--- src/rtl/mgr_noc_tx_arbiter.sv ---
// -----------------------------------------------------------------------------
// mgr_noc_tx_arbiter
//
// Packet-atomic round-robin arbiter that shares the manager's local->NoC port
// among NUM_REQ local sources. A grant is taken on an accepted SOM (or SOM_EOM)
// beat and held until the matching EOM beat is accepted, so packets from
// different sources never interleave. Beats pass through a single registered
// output stage that sustains one beat per cycle under continuous NoC ready.
//
// Control encoding (req__arb__cntl / locl__noc__dp_cntl):
//   2'b01 SOM, 2'b00 MOM, 2'b10 EOM, 2'b11 SOM_EOM
//
// Ports
//   clk                  in   clock, all logic on posedge
//   reset_poweron        in   synchronous active-high reset
//   req__arb__valid      in   [NUM_REQ]         per-requester beat valid
//   req__arb__cntl       in   [2*NUM_REQ]       per-requester SOM/MOM/EOM/SOM_EOM
//   req__arb__type       in   [TYPE_W*NUM_REQ]  packet type
//   req__arb__ptype      in   [TYPE_W*NUM_REQ]  payload type
//   req__arb__desttype   in   [TYPE_W*NUM_REQ]  destination type
//   req__arb__pvalid     in   [NUM_REQ]         payload valid
//   req__arb__data       in   [DATA_W*NUM_REQ]  beat data
//   arb__req__ready      out  [NUM_REQ]         beat taken when valid[i] & ready[i]
//   locl__noc__dp_*      out  registered output beat towards the NoC
//   noc__locl__dp_ready  in   NoC takes the output beat when valid & ready
//   arb__grant_id        out  [clog2(NUM_REQ)]  current / last granted requester
//
// Build option
//   MGR_NOC_TX_ARB_REQ0_PRIORITY_EN : requester 0 wins every idle arbitration it
//   takes part in and its grants do not move the round-robin pointer. Grants are
//   still never preempted mid-packet.
// -----------------------------------------------------------------------------
module mgr_noc_tx_arbiter #(
    parameter int NUM_REQ = 4,
    parameter int DATA_W  = 64,
    parameter int TYPE_W  = 2
) (
    input  logic                        clk,
    input  logic                        reset_poweron,
    input  logic [NUM_REQ-1:0]          req__arb__valid,
    input  logic [2*NUM_REQ-1:0]        req__arb__cntl,
    input  logic [TYPE_W*NUM_REQ-1:0]   req__arb__type,
    input  logic [TYPE_W*NUM_REQ-1:0]   req__arb__ptype,
    input  logic [TYPE_W*NUM_REQ-1:0]   req__arb__desttype,
    input  logic [NUM_REQ-1:0]          req__arb__pvalid,
    input  logic [DATA_W*NUM_REQ-1:0]   req__arb__data,
    output logic [NUM_REQ-1:0]          arb__req__ready,
    output logic                        locl__noc__dp_valid,
    output logic [1:0]                  locl__noc__dp_cntl,
    output logic [TYPE_W-1:0]           locl__noc__dp_type,
    output logic [TYPE_W-1:0]           locl__noc__dp_ptype,
    output logic [TYPE_W-1:0]           locl__noc__dp_desttype,
    output logic                        locl__noc__dp_pvalid,
    output logic [DATA_W-1:0]           locl__noc__dp_data,
    input  logic                        noc__locl__dp_ready,
    output logic [$clog2(NUM_REQ)-1:0]  arb__grant_id
);

    localparam int ID_W = $clog2(NUM_REQ);
    localparam logic [ID_W-1:0] LAST_ID = ID_W'(NUM_REQ - 1);

    localparam logic [1:0] CNTL_MOM     = 2'b00;
    localparam logic [1:0] CNTL_SOM     = 2'b01;
    localparam logic [1:0] CNTL_EOM     = 2'b10;
    localparam logic [1:0] CNTL_SOM_EOM = 2'b11;

    typedef enum logic {ST_IDLE, ST_PKT} state_t;

    state_t            state, state_next;
    logic [ID_W-1:0]   rr_ptr, rr_next;
    logic [ID_W-1:0]   grant_next;
    logic [ID_W-1:0]   winner, cur_id, scan_id;
    logic              found, out_free, accept, beat_eom;
    logic [NUM_REQ-1:0] som_valid, ready_int;
    int                scan_sum;

    logic [1:0]        cntl_arr     [NUM_REQ];
    logic [TYPE_W-1:0] type_arr     [NUM_REQ];
    logic [TYPE_W-1:0] ptype_arr    [NUM_REQ];
    logic [TYPE_W-1:0] desttype_arr [NUM_REQ];
    logic [DATA_W-1:0] data_arr     [NUM_REQ];

    function automatic logic [ID_W-1:0] next_id(input logic [ID_W-1:0] g);
        return (g == LAST_ID) ? '0 : g + 1'b1;
    endfunction

    for (genvar gi = 0; gi < NUM_REQ; gi++) begin : g_unpack
        assign cntl_arr[gi]     = req__arb__cntl[gi*2 +: 2];
        assign type_arr[gi]     = req__arb__type[gi*TYPE_W +: TYPE_W];
        assign ptype_arr[gi]    = req__arb__ptype[gi*TYPE_W +: TYPE_W];
        assign desttype_arr[gi] = req__arb__desttype[gi*TYPE_W +: TYPE_W];
        assign data_arr[gi]     = req__arb__data[gi*DATA_W +: DATA_W];
        assign som_valid[gi]    = req__arb__valid[gi] &
                                  ((cntl_arr[gi] == CNTL_SOM) || (cntl_arr[gi] == CNTL_SOM_EOM));
    end

    // Idle arbitration: first requester presenting a start-of-message beat,
    // scanning upward from the round-robin pointer with wrap-around.
    always_comb begin
        winner   = '0;
        found    = 1'b0;
        scan_sum = 0;
        scan_id  = '0;
        for (int k = 0; k < NUM_REQ; k++) begin
            scan_sum = int'(rr_ptr) + k;
            if (scan_sum >= NUM_REQ) scan_sum = scan_sum - NUM_REQ;
            scan_id = ID_W'(scan_sum);
            if (!found && som_valid[scan_id]) begin
                found  = 1'b1;
                winner = scan_id;
            end
        end
`ifdef MGR_NOC_TX_ARB_REQ0_PRIORITY_EN
        if (som_valid[0]) begin
            found  = 1'b1;
            winner = '0;
        end
`endif
    end

    // Ready goes only to the requester being served, and only when the output
    // register will be free at the next edge. Held low during reset so no beat
    // is ever handshaken while the stage is being cleared.
    always_comb begin
        cur_id    = (state == ST_IDLE) ? winner : arb__grant_id;
        out_free  = ~locl__noc__dp_valid | noc__locl__dp_ready;
        ready_int = '0;
        if (!reset_poweron && out_free) begin
            if (state == ST_PKT)
                ready_int[arb__grant_id] = 1'b1;
            else if (found)
                ready_int[winner] = 1'b1;
        end
        accept   = |(ready_int & req__arb__valid);
        beat_eom = (cntl_arr[cur_id] == CNTL_EOM) || (cntl_arr[cur_id] == CNTL_SOM_EOM);
    end

    assign arb__req__ready = ready_int;

    // Next-state: a grant opens on an accepted idle beat and closes on an
    // accepted EOM; a SOM_EOM beat does both in the same cycle.
    always_comb begin
        state_next = state;
        rr_next    = rr_ptr;
        grant_next = arb__grant_id;
        if (accept) begin
            grant_next = cur_id;
            if (beat_eom) begin
                state_next = ST_IDLE;
`ifdef MGR_NOC_TX_ARB_REQ0_PRIORITY_EN
                rr_next = (cur_id == '0) ? rr_ptr : next_id(cur_id);
`else
                rr_next = next_id(cur_id);
`endif
            end else begin
                state_next = ST_PKT;
            end
        end
    end

    always_ff @(posedge clk) begin
        if (reset_poweron) begin
            state         <= ST_IDLE;
            rr_ptr        <= '0;
            arb__grant_id <= '0;
        end else begin
            state         <= state_next;
            rr_ptr        <= rr_next;
            arb__grant_id <= grant_next;
        end
    end

    // Output stage: loads on accept, otherwise holds until the NoC takes it.
    always_ff @(posedge clk) begin
        if (reset_poweron) begin
            locl__noc__dp_valid    <= 1'b0;
            locl__noc__dp_cntl     <= CNTL_MOM;
            locl__noc__dp_type     <= '0;
            locl__noc__dp_ptype    <= '0;
            locl__noc__dp_desttype <= '0;
            locl__noc__dp_pvalid   <= 1'b0;
            locl__noc__dp_data     <= '0;
        end else if (accept) begin
            locl__noc__dp_valid    <= 1'b1;
            locl__noc__dp_cntl     <= cntl_arr[cur_id];
            locl__noc__dp_type     <= type_arr[cur_id];
            locl__noc__dp_ptype    <= ptype_arr[cur_id];
            locl__noc__dp_desttype <= desttype_arr[cur_id];
            locl__noc__dp_pvalid   <= req__arb__pvalid[cur_id];
            locl__noc__dp_data     <= data_arr[cur_id];
        end else if (noc__locl__dp_ready) begin
            locl__noc__dp_valid    <= 1'b0;
        end
    end

endmodule

--- config.mk ---
export PLATFORM = sky130hd
export DESIGN_NAME = mgr_noc_tx_arbiter
export DESIGN_NICKNAME = d
export VERILOG_FILES = /design/src/rtl/mgr_noc_tx_arbiter.sv
export SDC_FILE = /design/constraint.sdc
export NUM_CORES = 1
export LEC_CHECK = 0
export CAP_MARGIN = 40
export CORE_AREA = 2 2 145 147
export DETAILED_ROUTE_END_ITERATION = 12
export DIE_AREA = 0 0 147 149
export PLACE_DENSITY = 0.63
export SLEW_MARGIN = 20
export SYNTH_ARGS = -nofsm -noshare
export SYNTH_HDL_FRONTEND = slang
export SYNTH_SLANG_ARGS = --single-unit
--- constraint.sdc ---
create_clock -name clk -period 3.1 [get_ports clk]
set_clock_uncertainty 0.15 [all_clocks]
set_input_delay 0.31 -clock clk [delete_from_list [all_inputs] [get_ports clk]]
set_output_delay 0.31 -clock clk [all_outputs]
set_load 0.01 [all_outputs]
# After elaboration in Yosys (flattened, before gate mapping)
# Cells that the tools add are included.
dict set report op_classes {
  addsub 8
  magnitude_cmp 14
  eq_ne 11
  n_mux 49
  n_bitwise 8
  n_reduce_logical 18
}
# cell n
set op_table {}
lappend op_table {{64-bit binary-select mux with 2-bit select} 1}
lappend op_table {{64-bit two-way mux} 2}
lappend op_table {{2-bit two-way mux} 18}
lappend op_table {{2-bit by 3-bit < comparator with 1-bit output, second input constant} 7}
lappend op_table {{2-bit binary-select mux with 2-bit select} 4}
lappend op_table {{2-bit == test, second input constant} 7}
lappend op_table {{1-bit two-way mux} 14}
lappend op_table {{3-bit greater-or-equal comparator, second input constant} 4}
lappend op_table {{4-bit two-way mux} 3}
lappend op_table {{1-bit binary-select mux with 2-bit select} 5}
lappend op_table {{2-bit by 1-bit == test with 1-bit output, second input constant} 4}
lappend op_table {{2-bit by 1-bit subtractor with 2-bit output, second input constant} 4}
lappend op_table {{2-bit by 2-bit adder with 3-bit output, second input constant} 2}
lappend op_table {{1-bit logical AND} 6}
lappend op_table {{1-bit logical OR} 5}
lappend op_table {{1-bit AND} 4}
lappend op_table {{4-bit AND} 1}
lappend op_table {{1-bit demux with 2-bit select} 2}
lappend op_table {{2-bit by 1-bit greater-or-equal comparator with 1-bit output, second input constant} 2}
lappend op_table {{1-bit zero test} 4}
lappend op_table {{4-bit OR reduction} 1}
lappend op_table {{2-bit by 1-bit adder with 3-bit output, second input constant} 1}
lappend op_table {{2-bit by 3-bit greater-or-equal comparator with 1-bit output, second input constant} 1}
lappend op_table {{2-bit NOT with 3-bit output} 1}
lappend op_table {{5 further kinds} 5}
dict set report totals {
  reg_bits 79
  output_inout_bits 80
}

# Depth between registers and ports, before layout
# Gate-level depths: netlist of the first run.
dict set report depth {
  word_depth 25
  mapped_depth 12
  depth_no_buf 8
}

# Least setup slack after synthesis of the first run
# OpenSTA, ideal clock, no wires.
dict set report synth_path {
  kind {flip-flop to flip-flop}
  from {reg rr_ptr[1]}
  to {reg rr_ptr[1]}
  arrival_ns 1.942
  setup_slack_ns 0.887
  stages_incl_launch_ff 10
  synth_period_minus_slack_ns 2.213
  path_cell_list {dfxtp_1 > buf_2 > and3_1 > o311a_1 > o21a_1 > buf_2 > clkbuf_1 > inv_1 > ha_1 > mux2_2}
}
dict set report synth_between {
  word_cells_on_any_way 59
  cone_classes {add/sub: 8; order compare: 6; eq/ne: 3; mux: 30; bitwise: 2; reduce/logical: 10}
}
# element line
set synth_lines {}
lappend synth_lines {{from (decl)} 70} ;# logic [ID_W-1:0] rr_ptr, rr_next;
lappend synth_lines {{from (signal assigned)} 168} ;# rr_ptr <= rr_next;
lappend synth_lines {{parallel branches: the longest is 13 deep, another holds 2-bit by 1-bit adder with 3-bit output} n/a}
lappend synth_lines {{2-bit two-way mux *} 108} ;# if (!found && som_valid[scan_id]) begin
lappend synth_lines {{2-bit two-way mux *} 125} ;# cur_id = (state == ST_IDLE) ? winner : arb__grant_id;
lappend synth_lines {{named net cur_id[1]} 72} ;# logic [ID_W-1:0] winner, cur_id, scan_id;
lappend synth_lines {{2-bit NOT with 3-bit output (not written as such)} 135} ;# beat_eom = (cntl_arr[cur_id] == CNTL_EOM) || (cntl_arr[cur_id] == CNTL_SOM_EOM);
lappend synth_lines {{2-bit binary-select mux with 2-bit select} 135}
lappend synth_lines {{2-bit two-way mux (not written as such) (2 in a row)} 135}
lappend synth_lines {{2-bit == test} 135}
lappend synth_lines {{1-bit logical OR} 135}
lappend synth_lines {{2-bit AND reduction (no line)} n/a}
# Mark *: on every way through the listed nets, which the timed path passes. The select of a mux whose other input is x is not followed.
# A chain may end at the register's enable or synchronous reset.

# Worst setup path in the final report of the first run
dict set report layout_path {
  from {in req__arb__valid[0]}
  to {out arb__req__ready[1]}
}
dict set report layout_between {
  elab_chain_len 20
  word_cells_on_any_way 31
  cone_classes {order compare: 2; mux: 21; bitwise: 1; reduce/logical: 7}
}
# element line
set layout_rtl {}
lappend layout_rtl {{from (decl)} 40} ;# input logic [NUM_REQ-1:0] req__arb__valid,
lappend layout_rtl {{1-bit AND *} 93} ;# assign som_valid[gi] = req__arb__valid[gi] &
lappend layout_rtl {{1-bit binary-select mux with 2-bit select} 108}
lappend layout_rtl {{1-bit two-way mux (not written as such)} 108}
lappend layout_rtl {{1-bit two-way mux} 108}
lappend layout_rtl {{1-bit zero test} 108}
lappend layout_rtl {{1-bit logical AND} 108}
lappend layout_rtl {{1-bit two-way mux} 108}
lappend layout_rtl {{1-bit zero test} 108}
lappend layout_rtl {{[... 4 more ...]} n/a}
lappend layout_rtl {{2-bit two-way mux} 108}
lappend layout_rtl {{2-bit by 3-bit < comparator with 1-bit output (not written as such) or 2-bit by 1-bit greater-or-equal comparator with 1-bit output (tied branches)} 132} ;# ready_int[winner] = 1'b1;
lappend layout_rtl {{1-bit logical AND (not written as such)} 132}
lappend layout_rtl {{1-bit two-way mux (not written as such)} 132}
lappend layout_rtl {{1-bit demux with 2-bit select} 132}
lappend layout_rtl {{4-bit two-way mux *} 131} ;# else if (found)
lappend layout_rtl {{4-bit two-way mux *} 129} ;# if (state == ST_PKT)
lappend layout_rtl {{4-bit two-way mux *} 128} ;# if (!reset_poweron && out_free) begin
lappend layout_rtl {{to (decl)} 47} ;# output logic [NUM_REQ-1:0] arb__req__ready,
# Every way passes the cells marked *; elsewhere a longest branch is shown, timed or not. The select of a mux whose other input is x is not followed.

==> out/metrics.cfg, run 1 <==
[floorplanning]
std_cell_rows=53
dieArea_um2=21900
die_h_um=149
core_um2=20560
ios=379
die_w_um=147
start_util_pct=25.41

[critical_path]
cpPeakStageDelay_ns=0.56
r2r_setup_slack_ns=0.62
arrival_ns=2.50
crit_path_max_fanout=5
timing_worst_setup_path_type=in2out
start_kind=input port
crit-reg2reg-launch=rr_ptr[1]
worstPathBufferInverterCount=3
critPathRequiredTime_ns=2.64
rr_worst_depth=8
endpoint_kind=primary output
timing.rr.end=rr_ptr[1]
cpMostUsedCell=clkdlybuf4s50_1
crit_chain=clkdlybuf4s50_1, buf_4, and2_1, a221oi_2, o21ai_1, or3_1, a21oi_1, clkdlybuf4s50_1
slowest_stage=clkdlybuf4s50_1
crit_family=buffers and inverters

[hold_path]
min_path_type=in2reg
min-delay-start=reset_poweron
holdPathStages=4
whs_endpoint=locl__noc__dp_valid

[routing]
routedWlPerCell_um=16.08
antenna_left=0
first_pass_iters=6
viasPerCell=4.842
vias=6624
drc_errors=0
drt_iter0_drc=176
routed_wl_um=22000

[pwr]
p_leak_nw=3.817
p_per_area_nw_per_um2=714.2
ir_worst_vdd_uv=326.7
total_power_w=0.006878

[clock_network]
clock_latency_ns=0.34
cts_max_path_buffers=2
cts_buffers=9
h-tree-depth=3
cts_root_buf=clkbuf_16
clock-sinks=79
cts_tree=done
clkTransAtPathRegs_ns=0.06

[yosys]
synth-main-ff-cell=dfxtp_1
synth_top_area_share_pct=30.28
yosys.cell_count.top_type=nand2_1
synth_edf_count=0
synth_common_cells=nand2_1, dfxtp_1, nor2_1
syn_area_um2=5224
ys_seq_area_share_pct=30.28
yosysWarnings=0
yosysTopAreaCell=dfxtp_1
synthArstFlopShare_pct=0
avgSynthCellArea_um2=7.040
synth_area_leaders=dfxtp_1, nand2_1, o311a_1
syn_nets=1042
synth_seq_cells=79
synth_cell_types=41
netlist_instances=742

[global_route]
grt_use_total_pct=19.42
grt_pass1_vias=6449
grt_antenna_before_repair=0
grt_max_degree=62
grt_pass1_wl_um=33880
grt-ovfl-total=0

[job]
drv_cap=0

[finish]
final_cells=1368
multi_input_area_um2=3226
drive_above_1_share_pct=5.215
final_util_pct=46.85
n_fill_cell=2049
antenna_cells=0
regArea_um2=1582
final_cell_area_um2=9630
area_delta_synth_final_pct=84.36
nets=1388

[sta]
period_share_pct=95.52
fmax_mhz=337.7
worstMarginPinSlew_ns=0.5136
tns_ns=0
setup_viol_count_final=0
rsz0062_at_grt=false
slew_viol_final=0
final_hold_viol_count=0
slew_headroom_pct=65.76
fin_crit_ns=2.961

[placed_design]
post-place-cells=1352
gp_congestion=0.8999
hpwl_um=16550
io_buffers=378
placedInstanceArea_um2=9289

[outcome]
outcome=finished clean

-- power by group --
group / switching, W / total (W) / internal [W]
logic: 0.00206 / 0.00404 / 0.00199
clock network: 0.000450 / 0.00124 / 0.000790
registers: 0.000222 / 0.00160 / 0.00137
total: 0.00273 / 0.00688 / 0.00415
-- layout by cell type, fill, tap and decap left out, types with 4 or more instances in the layout --
master / Yosys / final
mux2i_1: 36 / 36
and2_1: 5 / 5
nor2_1: 45 / 45
buf_4: 1 / 21
clkbuf_16: 0 / 9
o311a_1: 38 / 38
a32oi_1: 36 / 36
clkdlybuf4s50_1: 0 / 376
nand2_1: 268 / 268
buf_12: 3 / 9
a21oi_1: 43 / 43
dfxtp_1: 79 / 79
a31oi_1: 38 / 38
nand3_1: 41 / 41
inv_1: 4 / 4
-- worst max-delay path by stage --
| stage | start | end | cells past startpoint |
|---|---|---|---|
| 2_1_floorplan | rr_ptr[1] | rr_ptr[1] | 9 |
| 3_3_place_gp | req__arb__valid[1] | arb__req__ready[3] | 7 |
| 3_5_place_dp | req__arb__valid[2] | arb__req__ready[3] | 7 |
| 4_1_cts | req__arb__valid[2] | arb__req__ready[3] | 7 |
| 5_1_grt | req__arb__valid[0] | arb__req__ready[1] | 8 |
| 6_report | req__arb__valid[0] | arb__req__ready[1] | 8 |
-- cell type report --
class | instances | share of cell area [%]
repair buffers | 408 | 42.77
clock inverters | 5 | 1.104
inverters | 5 | 0.2209
clock buffers | 11 | 2.417
well taps | 275 | 3.573
flip-flops and latches | 79 | 16.42
multi-input cells | 585 | 33.49
-- metal layers --
| layer | part of all wire, % | vias up | global-route usage, % | routed length, um |
|---|---|---|---|---|
| met4 | 2.1 | 0 | 6.250 | 458 |
| met2 | 49 | 288 | 35.12 | 10700 |
| met5 | 0 | - | 0 | 0 |
| met1 | 40 | 2982 | 21.57 | 8796 |
| li1 | - | 3326 | - | - |
| met3 | 9.3 | 28 | 6.422 | 2046 |
-- sequential cells by signal, indices dropped and copies added (netlist names) --
signal and cells:
locl__noc__dp_type 2, locl__noc__dp_pvalid 1, arb__grant_id 2, locl__noc__dp_ptype 2, locl__noc__dp_valid 1, locl__noc__dp_data 64, locl__noc__dp_cntl 2, state 1
locl__noc__dp_desttype 2, rr_ptr 2
-- kinds of logic (layout without fill, tap and decap cells) --
group	after synthesis	in the layout	share of synthesized area [%]
buffers and inverters	78	429	8.120
DFF	79	79	30.28
adders and majority gates	1	1	0.2395
and+or+nand+nor	376	376	29.44
muxes	38	38	7.329
AOI/OAI and AO/OA	170	170	24.60
-- tightest hold or removal path, cell delays in order --
cell	delay (ns)
buf_2	0.11
nor2_1	0.09
o21ai_2	0.14
a31oi_1	0.10
-- timing repair --
action,in CTS,in global routing
setup buffers,0,0
endpoints found under the setup margin,0,2
resized for setup,0,2
hold buffers,0,0
-- per-stage QoR --
| step | setup slack (ns) | hold WS, ns |
|---|---|---|
| global placement | 0.09082 | 0.3220 |
| CTS | 0.07998 | 0.3057 |
| detailed placement | 0.09020 | 0.3311 |
| finish | 0.1389 | 0.3212 |
| floorplan | 0.8871 | 0.3036 |
| global route | 0.01445 | 0.3494 |
No activity file was read; power rests on OpenSTA's default activity.
==> inputs of run 2 (changes only) <==
- GPL_TIMING_DRIVEN: default -> 0
==> run 2 against run 1 <==
Sequential share of layout area barely moved. Final cell count rose by 3.0%. Global-route usage rose by 3.9 points. Sequential cell count did not move. Utilization fell by 0.061 points. Total power rose by 0.61%. Count of clock-buffer cells in the layout did not move. Via count rose by 5.6%. Die area did not move. Setup slack got worse by 0.0048 ns. Hold slack got worse by 0.0028 ns. Wire length rose by 20%. Critical path type unchanged. Largest cell class unchanged.
==> out/metrics.cfg, run 2 (synthesized netlist as in run 1, its figures left out) <==
[global_route]
grt_use_total_pct=23.33
grt_max_degree=20
grt-ovfl-total=0
grt_antenna_before_repair=0
grt_pass1_wl_um=39730
grt_pass1_vias=7099

[sta]
rsz0062_at_grt=false
fin_crit_ns=2.966
setup_viol_count_final=0
final_hold_viol_count=0
tns_ns=0
period_share_pct=95.67
holdWs_ns=0.3184
slew_headroom_pct=55.35
slew_viol_final=0
worstMarginPinSlew_ns=0.6698
fmax_mhz=337.2

[finish]
area_delta_synth_final_pct=84.12
largest_reg_flops=64
final_util_pct=46.79
final_cells=1409
drive_above_1_share_pct=6.261
final_cell_mix=clkdlybuf4s50_1, nand2_1, dfxtp_1
n_fill_cell=2139
layout.cells.most_common=clkdlybuf4s50_1
top_register=locl__noc__dp_data
nets=1429
antenna_cells=0

[placed_design]
post-place-cells=1394
hpwl_um=20800
gp_congestion=0.8567
io_buffers=377

[floorplanning]
die_w_um=147
dieArea_um2=21900
die_h_um=149
ios=379
start_util_pct=25.41
core_um2=20560
std_cell_rows=53

[clock_network]
clock-sinks=79
cts_hold_buffers=0
h-tree-depth=3
cts_buffers=9
clkTransAtPathRegs_ns=0.06
cts_max_path_buffers=2
cts_root_buf=clkbuf_16
postCtsSetupBuffers=0
clock_latency_ns=0.34
cts_tree=done

[pwr]
p_leak_nw=3.841
total_power_w=0.006920
ir_worst_vdd_uv=329.4
p_per_area_nw_per_um2=719.5

[routing]
drc_errors=0
routedWlPerCell_um=18.70
vias=6993
drt_iter0_drc=291
first_pass_iters=5
antenna_left=0
viasPerCell=4.963
routed_wl_um=26350

[critical_path]
critPathRequiredTime_ns=2.64
arrival_ns=2.51
crit_path_max_fanout=6
start_kind=input port
timing_worst_setup_path_type=in2out
crit-reg2reg-launch=rr_ptr[1]
crit_start=req__arb__valid[0]
endpoint_kind=primary output

[job]
drv_cap=0

[outcome]
outcome=finished clean

[hold_path]
min-delay-start=locl__noc__dp_cntl[1]
min_path_type=reg2reg

[run 2: changes by cell type in the layout (fill, tap and decap cells not counted), sizes merged]
cell | previous run | this run
dlygate4sd2 | 0 | 2
clkbuf | 11 | 36
clkinv | 1 | 3
buf | 31 | 47
clkdlybuf4s50 | 376 | 375
clkinvlp | 1 | 2
dlymetal6s2s | 1 | 0
bufinv | 3 | 0
[run 2: worst max-delay path, cell delays in order]
cell and delay, ns:
clkdlybuf4s50_1 0.52, and2_1 0.23, a221oi_2 0.26, o21ai_1 0.14
or3_1 0.32, a21oi_1 0.16, clkdlybuf4s50_1 0.56
[run 2: per-stage QoR]
stage | cell area (um2) | setup WS, ns
floorplan | 5224 | 0.8871
global route | 9618 | 0.02556
detailed placement | 9341 | -0.5020
CTS | 9614 | 0.07888
finish | 9618 | 0.1341
global placement | 9341 | -0.5223
[run 2: per-layer routing]
| metal | wire length, um | share of wire [%] | track usage [%] | up-vias |
|---|---|---|---|---|
| met5 | 0 | 0 | 0 | - |
| met4 | 451 | 1.7 | 5.913 | 0 |
| met3 | 2215 | 8.4 | 6.789 | 27 |
| met2 | 12950 | 49 | 42.23 | 320 |
| met1 | 10740 | 41 | 27.10 | 3237 |
| li1 | - | - | - | 3409 |
[run 2: cell type report]
type | instances | area (um2) | area share, %
plain buffers | 72 | 407.9 | 4.241
clock buffers | 11 | 242.7 | 2.524
clock inverters | 5 | 33.78 | 0.3512
inverters | 5 | 18.77 | 0.1951
multi-input cells | 585 | 3218 | 33.46
flip-flops and latches | 79 | 1582 | 16.44
well taps | 275 | 344.1 | 3.577
repair buffers | 377 | 3771 | 39.21
[run 2: power breakdown]
group | internal [W] | leakage (nW) | switching, W
Combinational | 0.00199 | 3.06 | 0.00236
Clock | 0.000564 | 0.132 | 0.000455
Sequential | 0.00137 | 0.649 | 0.000184
[run 2: timing repair]
item                       in CTS  in global routing
resized for setup               3                  2
gates cloned                    0                  0
setup endpoints to repair       2                  2
[run 2: final timing paths]
kind | slack, ns | depth (start not counted) | end
setup / recovery | 0.13 | 7 | arb__req__ready[1]
hold / removal | 0.32 | 2 | locl__noc__dp_cntl[1]
setup reg to reg | 0.48 | 9 | locl__noc__dp_data[49]
hold reg to reg | 0.32 | 2 | locl__noc__dp_cntl[1]
==> inputs of run 3 (changes only) <==
- CAP_MARGIN: 40 -> 25
==> results of run 3 <==
Final layout, timing and power as in run 2 (identical DEF).
